## src/rtl/cpu_defs_pkg.sv

```systemverilog
// cpu_defs_pkg: shared datapath widths and result/load encodings for the CPU core
package cpu_defs_pkg;
  localparam int DATA_WIDTH = 32;
  localparam int ADDR_WIDTH = 5;
  localparam int COUNT_WIDTH = 32;
  localparam logic [1:0] RESULT_ALU = 2'd0;
  localparam logic [1:0] RESULT_LOAD = 2'd1;
  localparam logic [1:0] RESULT_LINK = 2'd2;
  localparam logic [2:0] LOAD_LW = 3'd0;
  localparam logic [2:0] LOAD_LB = 3'd1;
  localparam logic [2:0] LOAD_LBU = 3'd2;
  localparam logic [2:0] LOAD_LH = 3'd3;
  localparam logic [2:0] LOAD_LHU = 3'd4;
endpackage

```

## src/rtl/load_formatter.sv

```systemverilog
// load_formatter: little-endian lane select, sign/zero extension and misalignment detect
module load_formatter
  import cpu_defs_pkg::*;
(
  input  logic [DATA_WIDTH-1:0] raw_word,
  input  logic [2:0]            load_type,
  input  logic [1:0]            offset,
  output logic [DATA_WIDTH-1:0] load_word,
  output logic                  misaligned
);
  logic [7:0] lane_byte;
  logic [15:0] lane_half;
  logic is_half;
  logic is_word;
  assign lane_byte = raw_word[{offset, 3'b000} +: 8];
  assign lane_half = offset[1] ? raw_word[31:16] : raw_word[15:0];
  assign is_half = load_type == LOAD_LH || load_type == LOAD_LHU;
  // Unknown encodings fall through to word behaviour, including the alignment rule
  assign is_word = !is_half && load_type != LOAD_LB && load_type != LOAD_LBU;
  always_comb begin
    load_word = load_type == LOAD_LB  ? {{(DATA_WIDTH-8){lane_byte[7]}}, lane_byte} :
                load_type == LOAD_LBU ? {{(DATA_WIDTH-8){1'b0}}, lane_byte} :
                load_type == LOAD_LH  ? {{(DATA_WIDTH-16){lane_half[15]}}, lane_half} :
                load_type == LOAD_LHU ? {{(DATA_WIDTH-16){1'b0}}, lane_half} :
                raw_word;
    misaligned = (is_half && offset[0]) || (is_word && offset != 2'b00);
  end
endmodule

```

## src/rtl/mem_wb_stage.sv

```systemverilog
// mem_wb_stage: MEM/WB pipeline register driving the register-file write port, with retire/align counters
module mem_wb_stage
  import cpu_defs_pkg::*;
(
  input  logic                   clock,
  input  logic                   reset_n,
  input  logic                   mem_valid,
  input  logic                   mem_rd_write_enable,
  input  logic [ADDR_WIDTH-1:0]  mem_rd_address,
  input  logic [1:0]             mem_result_sel,
  input  logic [DATA_WIDTH-1:0]  mem_alu_result,
  input  logic [DATA_WIDTH-1:0]  mem_load_data,
  input  logic [2:0]             mem_load_type,
  input  logic [DATA_WIDTH-1:0]  mem_link_pc,
  input  logic                   stall_in,
  input  logic                   flush_in,
  output logic                   rd_write_enable,
  output logic [ADDR_WIDTH-1:0]  rd_address,
  output logic [DATA_WIDTH-1:0]  rd_data,
  output logic                   wb_valid,
  output logic                   wb_align_error,
  output logic [COUNT_WIDTH-1:0] retired_count,
  output logic [COUNT_WIDTH-1:0] align_error_count
);
  logic [DATA_WIDTH-1:0] load_word;
  logic fmt_misaligned;
  logic misaligned;
  logic [DATA_WIDTH-1:0] result;
  load_formatter u_fmt (
    .raw_word   (mem_load_data),
    .load_type  (mem_load_type),
    .offset     (mem_alu_result[1:0]),
    .load_word  (load_word),
    .misaligned (fmt_misaligned)
  );
  assign misaligned = mem_result_sel == RESULT_LOAD && fmt_misaligned;
  assign result = mem_result_sel == RESULT_LOAD ? load_word :
                  mem_result_sel == RESULT_LINK ? mem_link_pc : mem_alu_result;
  always_ff @(posedge clock) begin
    if (!reset_n) begin
      rd_write_enable <= 1'b0;
      rd_address <= '0;
      rd_data <= '0;
      wb_valid <= 1'b0;
      wb_align_error <= 1'b0;
      retired_count <= '0;
      align_error_count <= '0;
    end else if (flush_in || (!stall_in && !mem_valid)) begin
      rd_write_enable <= 1'b0;
      rd_address <= '0;
      rd_data <= '0;
      wb_valid <= 1'b0;
      wb_align_error <= 1'b0;
    end else if (stall_in) begin
      // Hold the write target but drop strobes so the write is not repeated
      rd_write_enable <= 1'b0;
      wb_valid <= 1'b0;
      wb_align_error <= 1'b0;
    end else begin
      rd_write_enable <= mem_rd_write_enable && mem_rd_address != '0 && !misaligned;
      rd_address <= mem_rd_address;
      rd_data <= result;
      wb_valid <= 1'b1;
      wb_align_error <= misaligned;
      retired_count <= retired_count + COUNT_WIDTH'(1);
      align_error_count <= align_error_count + COUNT_WIDTH'(misaligned);
    end
  end
endmodule
```

## config.mk

```make
export PLATFORM = sky130hd
export DESIGN_NAME = mem_wb_stage
export DESIGN_NICKNAME = d
export VERILOG_FILES = /design/src/rtl/cpu_defs_pkg.sv /design/src/rtl/load_formatter.sv /design/src/rtl/mem_wb_stage.sv
export SDC_FILE = /design/constraint.sdc
export NUM_CORES = 1
export LEC_CHECK = 0
export CORE_MARGIN = 3
export CORE_UTILIZATION = 45
export CTS_BUF_LIST = sky130_fd_sc_hd__clkbuf_8 sky130_fd_sc_hd__clkbuf_16
export CTS_CLUSTER_SIZE = 14
export DETAILED_ROUTE_END_ITERATION = 16
export PLACE_DENSITY_LB_ADDON = 0.08
export SLEW_MARGIN = 25
export SYNTH_ARGS = -nofsm -noshare
export SYNTH_HDL_FRONTEND = slang
export SYNTH_SLANG_ARGS = --single-unit
```

## constraint.sdc

```tcl
create_clock -name clock -period 3.9 [get_ports clock]
set_input_delay 0.975 -clock clock [delete_from_list [all_inputs] [get_ports clock]]
set_output_delay 0.975 -clock clock [all_outputs]
set_load 0.01 [all_outputs]
```

==> summary.txt, run 1 <==
status = finished clean
# rows = 41
Worst-Margin Slew = 0.7316 ns
most frequently used flop master after synthesis = dfxtp_1
die area = 0.01452 mm2
Lkg Pwr = 3.159 nW
endpoints failing setup = 0
CP max FO = 11
clock tree from TritonCTS = built
count of flip-flops with a built-in enable after synthesis = 0
DRT Pass-1 Iters = 4
Setup Fix Bufs, Post-CTS = 0
Ys Warns = 0
Post-synth top cells = dfxtp_1, nor2_1, and2_1
CTS Hold Bufs = 0
Clock Skew = 0.005058 ns
largest net degree at the start of global routing = 72
Core ar. = 0.01272 mm2
Setup TNS Final = 0 ns
Die H = 120.5 um
dominant cells by area after synthesis = dfxtp_1, and2_1, mux2_2
critical path class = primary input to flop
Max clock buf depth = 2
clk_lat worst skew = 0.34 ns
RSZ-0062 raised after global routing = false
crit path launch type = primary input
Cell variety after synth = 50
count leader, synth = dfxtp_1
IO Count = 216
Arrival @ worst endpoint = 3.50 ns
routed vias/inst = 5.554
cell taking the most area after synthesis = dfxtp_1
fin nets = 977
Syn Inst Count = 664
final period utilization = 0.8359
post-synth top area share = 0.3530
TritonCTS Buffers = 9
CTS resizes = 0
initial core utilization = 0.4636
fin. max-slew vios = 0
flops & latches, synth = 104
Mapped Area = 0.005898 mm2
initial antenna violation count = 0
Power, Total = 0.002279 W
max_cap viols = 0
Final GP Congestion = 0.8551
crit path time final = 3.260 ns
DRC viols = 0
worst hold path class = flop to flop
vias in the first global route = 5829
routed wire length = 17.49 mm
Crit. End Element = flop
Syn Area/Cell = 8.883 um2
share of layout cells above drive strength 1 = 0.08565
ANT cells = 0
Hold Slack = 0.4747 ns
die width = 120.5 um
Worst Path Required = 4.14 ns
register area share after synthesis = 0.3530
Clock Sink Count = 104
port buffer count = 215
H-tree Lvls = 3
DR iter-0 viols = 450
Post-Syn Nets = 779
Rel. slew slack = 0.5108
VDD IR max = 192.1 uV
Congestion Overflow GR = 0
HPWL after DPL = 13.16 mm
CTS clk-pin slew, worst paths = 0.06 ns
routed length per instance = 16.88 um
first-pass GRT wire length = 28.88 mm
final hold vios = 0
gr usage total = 0.2442
CTS root buffer = clkbuf_16
asr flop ratio synth = 0
Vias = 5754
Max Fclk = 306.7 MHz
Post-DRT Antenna Nets = 0
area grow syn2layout = 42.70%
power per cell area = 270.7 mW/mm2
[report_power, final]
| part | leakage [nW] | switching, W | internal (W) |
|---|---|---|---|
| logic | 2.19 | 0.000163 | 0.000212 |
| clock network | 0.126 | 0.000382 | 0.000440 |
| registers | 0.840 | 0.00000762 | 0.00107 |
| total | 3.16 | 0.000553 | 0.00173 |
[area by class of cell]
class                           count  area (um2)
Sequential cell                   104        2082
Fill cell                        1097        4305
Timing Repair Buffer              230        2255
Tap cell                          172       215.2
Inverter                           12       45.04
Multi-Input combinational cell    505        3560
Clock inverter                      3       21.27
Clock buffer                       10       239.0
[stage by stage]
stage | cell area [um2] | utilization | cells | setup slack [ns]
5_1_grt | 8417 | 0.6616 | 1036 | 0.2863
3_5_place_dp | 8157 | 0.6411 | 1023 | 0.2663
4_1_cts | 8417 | 0.6616 | 1036 | 0.6131
6_report | 8417 | 0.6616 | 1036 | 0.6398
3_3_place_gp | 8157 | 0.6411 | 1023 | 0.3380
2_1_floorplan | 5898 | - | 664 | 0.5808
[worst max-delay path: stages]
cell and delay (ns):
clkdlybuf4s50_1 0.56, and3_1 0.18, nor3_1 0.05, nor3_1 0.38, ha_1 0.29, nand4_1 0.41, nor4_1 0.38, xor2_1 0.11
and2_1 0.17
[cells by family (layout without fill, tap and decap cells)]
family          Yosys count  in the layout  share of synthesized area
compound gates          132            132                     0.1527
simple gates            257            257                     0.2423
flops                   104            104                     0.3530
xor+xnor                 53             53                    0.07870
mux                      60             60                     0.1226
buf+inv                  55            255                    0.04434
fa+ha+maj                 3              3                   0.006365
[path summary, 6_finish.rpt]
| path | startpoint | endpoint | slack (ns) | depth (start not counted) |
|---|---|---|---|---|
| min | rd_data[2] | rd_data[2] | 0.47 | 2 |
| min reg2reg | rd_data[2] | rd_data[2] | 0.47 | 2 |
| max | mem_alu_result[0] | align_error_count[27] | 0.64 | 9 |
| max reg2reg | align_error_count[7] | align_error_count[25] | 1.73 | 5 |
[sequential cells by signal, indices dropped and copies added, names as in the netlist]
register and flops:
rd_write_enable 1, align_error_count 32, wb_valid 1, rd_data 32, rd_address 5, retired_count 32, wb_align_error 1
[placed cells by master, fill, tap and decap left out, types with 24 or more instances in the layout]
cell	Yosys	routed
nor2_1	58	58
xnor2_1	32	32
mux2_2	28	28
and2_1	53	53
a22o_1	29	29
mux2i_1	25	25
clkdlybuf4s50_1	0	213
o21ai_0	44	44
o22ai_1	24	24
nand2_1	30	30
dfxtp_1	104	104
[per-layer routing]
metal / vias up / GRT usage / wire length (um) / part of all wire
met5: - / 0 / 0 / 0
met4: 0 / 0.07720 / 386 / 0.022
met3: 29 / 0.07624 / 1358 / 0.078
met2: 204 / 0.4296 / 8680 / 0.50
met1: 2724 / 0.2825 / 7060 / 0.40
li1: 2797 / - / - / -
(Power assumes the default switching activity.)
==> inputs of run 2 (changes only) <==
==> constraint.sdc (replaced) <==
create_clock -name clock -period 3.4 [get_ports clock]
set_input_delay 0.85 -clock clock [delete_from_list [all_inputs] [get_ports clock]]
set_output_delay 0.85 -clock clock [all_outputs]
set_load 0.01 [all_outputs]
==> summary.txt, run 2 (synthesized netlist as in run 1, its figures left out) <==
status = finished clean
Lkg Pwr = 3.202 nW (+1.4%)
worst-path cell chain = clkdlybuf4s50_1 > buf_4 > a21oi_1 > nor3_1 > buf_4 > ha_1 > nand4_1 > buf_4 > nor4_1 > xor2_1 > and2_1
routed vias/inst = 5.509 (-0.82%)
Cell Int Power = 0.002049 W (+19%)
ANT cells = 0 (unchanged)
DR iter-0 viols = 314 (-30%)
final setup margin = 0.5871 ns (-0.05272 ns)
RSZ-0062 raised after global routing = false
endpoints failing setup = 0 (unchanged)
first-pass GRT wire length = 27.90 mm (-3.4%)
count of buffer and inverter cells on the critical path = 4 (+3)
crit path time final = 2.813 ns
Placed Area = 0.008194 mm2 (+0.46%)
TritonCTS Buffers = 9 (unchanged)
Setup Fix Bufs, Post-CTS = 0 (unchanged)
fin. max-slew vios = 0 (unchanged)
delay-heaviest family, CP = buffers and inverters
fin nets = 982 (+0.51%)
CTS Hold Bufs = 0 (unchanged)
CTS resizes = 0 (unchanged)
final hold vios = 0 (unchanged)
Arrival @ worst endpoint = 3.07 ns (-0.43 ns)
Congestion Overflow GR = 0 (unchanged)
Worst Path Required = 3.65 ns (-0.49 ns)
Power, Total = 0.002720 W (+19%)
clk_lat worst skew = 0.35 ns (about the same)
Clock Skew = 0.007226 ns (+0.002168 ns)
initial core utilization = 0.4636 (unchanged)
clock tree from TritonCTS = built
worst-case reg-to-reg path depth = 5 (unchanged)
Vias = 5751 (-0.052%)
share of layout cells above drive strength 1 = 0.09404 (+0.008389)
die width = 120.5 um (unchanged)
max_cap viols = 0 (unchanged)
routed length per instance = 16.67 um (-1.3%)
Core ar. = 0.01272 mm2 (unchanged)
crit-path max cell delay = 0.50 ns (-0.06 ns)
commonest non-fill, non-tap cell in the layout = clkdlybuf4s50_1
commonest cells after routing, fill and taps aside = clkdlybuf4s50_1, dfxtp_1, nor2_1, and2_1, o21ai_0
largest net degree at the start of global routing = 45 (-38%)
Worst-Margin Slew = 0.6511 ns (-0.08051 ns)
power per cell area = 320.4 mW/mm2 (+18%)
Sw Pwr = 0.0006712 W (+21%)
initial antenna violation count = 0 (unchanged)
die area = 0.01452 mm2 (unchanged)
VDD IR max = 241.6 uV (+26%)
CP max stage cell = clkdlybuf4s50_1
crit-path most repeated cell = buf_4
Clock Sink Count = 104 (unchanged)
Setup TNS Final = 0 ns (unchanged)
WP depth = 11 (+2)
vias in the first global route = 5649 (-3.1%)
CTS clk-pin slew, worst paths = 0.07 ns (about the same)
post-route cell area = 0.008489 mm2 (+0.86%)
Sw Ratio = 0.2468 (+0.004083)
CTS root buffer = clkbuf_16
clock power share = 0.386 (+0.025)
CP max FO = 18 (+7)
HPWL after DPL = 13.11 mm (-0.37%)
combinational power share = 0.158 (-0.007)
Rel. slew slack = 0.5646 (+0.05383)
# rows = 41 (unchanged)
Max Fclk = 355.5 MHz
Final GP Congestion = 0.8271 (-3.3%)
critical path class = primary input to flop
H-tree Lvls = 3 (unchanged)
Regs by FF count = align_error_count (32), rd_data (32), retired_count (32)
worst hold path class = flop to flop
Hold Crit Depth = 1 (-1)
Post-DRT Antenna Nets = 0 (unchanged)
sequential power share = 0.456 (-0.019)
area grow syn2layout = 43.93%
pre-CTS setup slack = 0.2207 ns (-0.04564 ns)
port buffer count = 215 (unchanged)
final period utilization = 0.8273
routed wire length = 17.40 mm (-0.49%)
crit path launch type = primary input
Die H = 120.5 um (unchanged)
IO Count = 216 (unchanged)
gr usage total = 0.2363 (-0.007858)
Crit. End Element = flop
Max clock buf depth = 2 (unchanged)
DRC viols = 0 (unchanged)
DRT Pass-1 Iters = 5 (+1)
run 2: cell types whose count changed in the layout (fill, tap and decap cells not counted), sizes merged:
cell	change
buf	+5
clkinv	+2
bufinv	+1
clkbuf	-1
inv	+1
run 2: path summary, 6_finish.rpt:
kind	start	endpoint	slack (ns)
setup reg to reg	align_error_count[7]	align_error_count[19]	1.27
hold reg to reg	rd_address[1]	rd_address[1]	0.47
setup / recovery	mem_alu_result[0]	align_error_count[28]	0.59
hold / removal	rd_address[1]	rd_address[1]	0.47
run 2: layer usage:
layer	part of all wire	wire length [um]	GRT usage
met5	0	0	0
met4	0.019	337	0.08499
met3	0.071	1232	0.06127
met2	0.50	8785	0.4293
met1	0.40	7044	0.2657
run 2: layout make-up:
cell class | count | area (um2)
repair buffers | 235 | 2292
multi-input cells | 505 | 3560
flip-flops and latches | 104 | 2082
clock inverters | 7 | 70.07
clock buffers | 9 | 225.2
fillers | 1108 | 4233
well taps | 172 | 215.2
inverters | 12 | 45.04
run 2: stage by stage:
step                      instances  utilization  hold slack [ns]
final                          1044       0.6673           0.4746
after detailed placement       1028       0.6441           0.4590
after global placement         1028       0.6441           0.4512
after global routing           1044       0.6673           0.4900
after floorplan                 664            -           0.4896
after CTS                      1044       0.6673           0.4766
run 2: power by group through the flow:
stage | logic [W] | clock network (W) | registers (W)
2_1_floorplan | 0.000203 | 0 | 0.00127
3_3_place_gp | 0.000421 | 0 | 0.00127
3_5_place_dp | 0.000430 | 0 | 0.00127
4_1_cts | 0.000431 | 0.00106 | 0.00124
5_1_grt | 0.000464 | 0.00111 | 0.00124
6_report | 0.000431 | 0.00105 | 0.00124
run 2: worst reg2reg max path, cell delays in order (launching register included):
cell and delay, ns:
dfxtp_1 0.45, and4_1 0.25, nand4_1 0.53, nor4_1 0.50
xor2_1 0.13, and2_1 0.18
